[config.mk]
export PLATFORM = sky130hd
export DESIGN_NAME = booth_mul_8bit
export DESIGN_NICKNAME = d
export VERILOG_FILES = /design/src/rtl/booth_mul_8bit.sv
export SDC_FILE = /design/constraint.sdc
export NUM_CORES = 1
export LEC_CHECK = 0
export ABC_AREA = 1
export BUFFER_PORTS_ARGS = -buffer_cell sky130_fd_sc_hd__buf_2
export CAP_MARGIN = 30
export CORE_ASPECT_RATIO = 1.2
export CORE_MARGIN = 1.5
export CORE_UTILIZATION = 35
export CTS_CLUSTER_DIAMETER = 200
export DETAILED_ROUTE_END_ITERATION = 16
export PLACE_DENSITY = 0.6
export SKIP_CTS_REPAIR_TIMING = 1
export SLEW_MARGIN = 5
export SYNTH_ARGS = -nofsm -noshare
export SYNTH_HDL_FRONTEND = slang
export SYNTH_SLANG_ARGS = --single-unit
[constraint.sdc]
create_clock -name clk -period 3.5 [get_ports clk]
set_input_delay 0.35 -clock clk [delete_from_list [all_inputs] [get_ports clk]]
set_output_delay 0.35 -clock clk [all_outputs]
set_load 0.02 [all_outputs]
[src/rtl/booth_mul_8bit.sv]
// Sequential radix-2 Booth multiplier, 8x8 signed -> 16-bit signed.
// One add/sub-and-shift per clock through an 8-bit carry-lookahead adder.

module cla_8bit (
  input  logic [7:0] a_i,
  input  logic [7:0] b_i,
  input  logic       cin_i,
  output logic [7:0] sum_o,
  output logic       cout_o
);

  logic [7:0] g;
  logic [7:0] p;
  logic [8:0] c;

  function automatic logic [3:0] lac4(
    input logic [3:0] gi,
    input logic [3:0] pi,
    input logic       ci
  );
    logic [3:0] co;
    co[0] = gi[0] | (pi[0] & ci);
    co[1] = gi[1] | (pi[1] & gi[0])
          | (pi[1] & pi[0] & ci);
    co[2] = gi[2] | (pi[2] & gi[1])
          | (pi[2] & pi[1] & gi[0])
          | (pi[2] & pi[1] & pi[0] & ci);
    co[3] = gi[3] | (pi[3] & gi[2])
          | (pi[3] & pi[2] & gi[1])
          | (pi[3] & pi[2] & pi[1] & gi[0])
          | (&pi & ci);
    return co;
  endfunction

  always_comb begin
    g      = a_i & b_i;
    p      = a_i ^ b_i;
    c[0]   = cin_i;
    c[4:1] = lac4(g[3:0], p[3:0], cin_i);
    c[8:5] = lac4(g[7:4], p[7:4], c[4]);
    sum_o  = p ^ c[7:0];
    cout_o = c[8];
  end

endmodule

module booth_mul_8bit #(
  parameter int WIDTH = 8
) (
  input  logic               clk,
  input  logic               rst_n,
  input  logic               start,
  input  logic [WIDTH-1:0]   multiplicand,
  input  logic [WIDTH-1:0]   multiplier,
  output logic               busy,
  output logic               done,
  output logic [2*WIDTH-1:0] product
);

  typedef enum logic [1:0] {
    S_IDLE,
    S_CALC,
    S_DONE
  } state_e;

  state_e             state_q, state_d;
  logic [WIDTH:0]     a_q, a_d;
  logic [WIDTH-1:0]   q_q, q_d;
  logic               q1_q, q1_d;
  logic [WIDTH-1:0]   m_q, m_d;
  logic [3:0]         cnt_q, cnt_d;
  logic [2*WIDTH-1:0] prod_q, prod_d;

  logic             do_add;
  logic             do_sub;
  logic [WIDTH-1:0] opb;
  logic             opb8;
  logic [WIDTH-1:0] sum;
  logic             cout;
  logic [WIDTH:0]   a_new;
  logic [WIDTH:0]   a_sh;
  logic [WIDTH-1:0] q_sh;
  logic             accept;

  assign do_add = ~q_q[0] & q1_q;
  assign do_sub = q_q[0] & ~q1_q;
  assign opb    = do_sub ? ~m_q : m_q;
  assign opb8   = do_sub ? ~m_q[WIDTH-1] : m_q[WIDTH-1];

  cla_8bit u_cla (
    .a_i    (a_q[WIDTH-1:0]),
    .b_i    (opb),
    .cin_i  (do_sub),
    .sum_o  (sum),
    .cout_o (cout)
  );

  // Bit 8 is the sign-extended top of a 9-bit add so M=-128 never overflows.
  always_comb begin
    a_new = a_q;
    unique case (1'b1)
      do_add, do_sub: a_new = {a_q[WIDTH] ^ opb8 ^ cout, sum};
      default:        a_new = a_q;
    endcase
    a_sh = {a_new[WIDTH], a_new[WIDTH:1]};
    q_sh = {a_new[0], q_q[WIDTH-1:1]};
  end

  // A start held into DONE is taken on the edge that would return to IDLE.
  assign accept = start &
    ((state_q == S_IDLE) | (state_q == S_DONE));

  always_comb begin
    state_d = state_q;
    a_d     = a_q;
    q_d     = q_q;
    q1_d    = q1_q;
    m_d     = m_q;
    cnt_d   = cnt_q;
    prod_d  = prod_q;
    unique case (state_q)
      S_IDLE, S_DONE: begin
        if (accept) begin
          m_d     = multiplicand;
          q_d     = multiplier;
          a_d     = '0;
          q1_d    = 1'b0;
          cnt_d   = 4'd8;
          state_d = S_CALC;
        end else begin
          state_d = S_IDLE;
        end
      end
      S_CALC: begin
        a_d   = a_sh;
        q_d   = q_sh;
        q1_d  = q_q[0];
        cnt_d = cnt_q - 4'd1;
        if (cnt_q == 4'd1) begin
          prod_d  = {a_sh[WIDTH-1:0], q_sh};
          state_d = S_DONE;
        end
      end
      default: state_d = S_IDLE;
    endcase
  end

  always_ff @(posedge clk or negedge rst_n) begin
    if (!rst_n) begin
      state_q <= S_IDLE;
      a_q     <= '0;
      q_q     <= '0;
      q1_q    <= 1'b0;
      m_q     <= '0;
      cnt_q   <= '0;
      prod_q  <= '0;
    end else begin
      state_q <= state_d;
      a_q     <= a_d;
      q_q     <= q_d;
      q1_q    <= q1_d;
      m_q     <= m_d;
      cnt_q   <= cnt_d;
      prod_q  <= prod_d;
    end
  end

  assign busy    = (state_q != S_IDLE);
  assign done    = (state_q == S_DONE);
  assign product = prod_q;

endmodule
==> results_dict.tcl <==
set metrics [dict create \
    fin_hold_ws_ns -0.0316 \
    grt_pass1_vias 1769 \
    wl_um 4590 \
    crit_path_end_kind "register" \
    cts_buffers 5 \
    yosys_warnings 0 \
    synth_top_area_cell "dfrtp_1" \
    core_um2 6770 \
    drv_cap 0 \
    dieArea_um2 7440 \
    grt_pass1_wl_um 8290 \
    cts_max_path_buffers 2 \
    r2r_end "a_q[4]$_DFFE_PN0P_" \
    dpl_cell_area_um2 2680 \
    violations "hold timing" \
    critical_path.endpoint "a_q[4]$_DFFE_PN0P_" \
    synthesis.nets 298 \
    syn_inst 267 \
    hold_violations 18 \
    dr.pass1.iters 4 \
    postSynthAreaPerCell_um2 9.08 \
    layout_commonest_cell "nand2_1" \
    nets 335 \
    met3_usage 0.0233 \
    io_buffers 36 \
    fmax_mhz 371 \
    max-slew-margin-rel 0.642 \
    synth_top_area_frac 0.485 \
    design_area_um2 2770 \
    diodes 0 \
    required_ns 3.68 \
    ff2ff_setup_slack_ns 0.81 \
    cts_sinks 47 \
    worst_pin_slew_ns 0.537 \
    cts.clk_slew.worst_paths_ns 0.10 \
    rsz0062_at_grt "no" \
    finalMaxSlewViolations 0 \
    finalSetupTns_ns 0 \
    synthTopCellsByArea "dfrtp_1 49%, nand2_1 14%, ha_1 5.7%" \
    grt_util_all_layers 0.141 \
    final_antenna_net_count 0 \
    use_met1 0.181 \
    finClkSkew_ns 0.0111 \
    drtIter0Drc 102 \
    die_w_um 79.0 \
    grt_overflow 0 \
    fin_crit_sh 0.770 \
    areaGrowthSynthToFinish_pct 14.3 \
    rr_startpoint "q1_q$_DFFE_PN0P_" \
    grt_max_degree 30 \
    worstSetupStartpointType "register" \
    slowest_delay_ns 0.49 \
    die-height_um 94.2 \
    ys_types 31 \
    cts_tree "done" \
    outcome "finished, violations left" \
    cts_root_buffer "clkbuf_8" \
    min_period_ns 2.69 \
    insertion_delay_ns 0.31 \
    cts_max_level 2 \
    start_util 0.358 \
    worstPathCellList "inv_1 -> ha_1 -> xor2_1 -> ha_1 -> inv_1 -> nand2_1 -> nand3_4 -> nand2_4 -> inv_2 -> fa_1 -> xor2_1 -> nand2_1 -> o21ai_0 -> o22ai_1" \
    wire_per_inst_um 11.7 \
    synth-seq-cells 47 \
    worstHoldPathType "in -> async" \
    vias_per_cell 4.62 \
    dp_hpwl_um 3550 \
    vias 1811 \
    setup_viol 0 \
    crit_type "reg -> reg" \
    reg2reg_depth 14 \
    gr-max-usage-layer "met2" \
    fin_util 0.409 \
    drcViolationCount 0 \
    syn_area_um2 2420 \
    final_cell_mix "91 x nand2_1, 47 x dfrtp_1, 36 x buf_2" \
    rows 33 \
    crit_start "q1_q$_DFFE_PN0P_" \
    layout-drive-gt1-share 0.233 \
    antenna_found_initial 0 \
    crit_slowest_cell "ha_1" \
    routabilityCongestion 0.824 \
    use_met2 0.241 \
    worst-path-max-fanout 10 \
    yosysSeqAreaShare 0.485 \
    io_pins 37 \
    cp.arrival_ns 2.87 \
]
[state kept, by name, indices dropped and copies added, names as in the netlist]
signal   cells
a_q          8
cnt_q        4
m_q          8
product     16
q1_q         1
q_q          8
state_q      2
[area by class of cell]
cell class                 count  area, µm²
fill                         709       4000
clock buffer                   5       68.8
sequential                    47       1180
tap                           87        109
inverter                      29        111
timing repair buffer          37        200
multi-input combinational    184       1080
clock inverter                 3       23.8
[through the flow]
| stage | setup WS [ns] | instances |
|---|---|---|
| after global routing | 0.558 | 392 |
| after CTS | 0.783 | 392 |
| final | 0.805 | 392 |
| after floorplan | 1.14 | 267 |
| after global placement | 0.899 | 383 |
| after detailed placement | 0.805 | 384 |
[worst min path at each step]
stage,endpoint,slack [ns],start
2_1_floorplan,a_q[0]$_DFFE_PN0P_,0.05,rst_n
3_3_place_gp,product[4]$_DFFE_PN0P_,0.46,product[4]$_DFFE_PN0P_
3_5_place_dp,state_q[0]$_DFFE_PN0P_,0.33,rst_n
4_1_cts,q_q[2]$_DFFE_PN0P_,-0.01,rst_n
5_1_grt,product[1]$_DFFE_PN0P_,0.003,rst_n
6_report,q_q[2]$_DFFE_PN0P_,-0.03,rst_n
[logic make-up after synthesis]
group | synth area share
buffers and inverters | 0.0681
flip-flops | 0.485
XOR/XNOR | 0.0433
AND/OR/NAND/NOR | 0.216
adder cells (fa/ha/maj) | 0.0650
AO/OA/AOI/OAI | 0.122
[cells in the mapped netlist, drive strengths merged]
cell	n
nand3	9
inv	29
nor2	8
ha	11
nand2	97
buf	7
or2	2
fa	1
a21o	2
or3	1
a22o	1
a21oi	4
xor2	10
o22ai	5
a31oi	1
dfrtp	47
o21ai	22
xnor2	2
o221ai	8
[worst max-delay path: cells and delay by family, from the launching register on]
family | cells | cell delay (ns)
AOI/OAI and AO/OA | 2 | 0.22
xor gates and xnor gates | 2 | 0.27
adders and majority gates | 3 | 1.15
buffers and inverters | 3 | 0.17
DFF | 1 | 0.37
and+or+nand+nor | 4 | 0.38
[metal layers]
metal / share of wire / vias up
met5: 0 / -
met4: 0.015 / 0
met3: 0.027 / 6
met2: 0.50 / 23
met1: 0.46 / 843
li1: - / 939
Power is not shown: default switching activity piles up to over one toggle a cycle in this logic, so the estimate is an artifact.
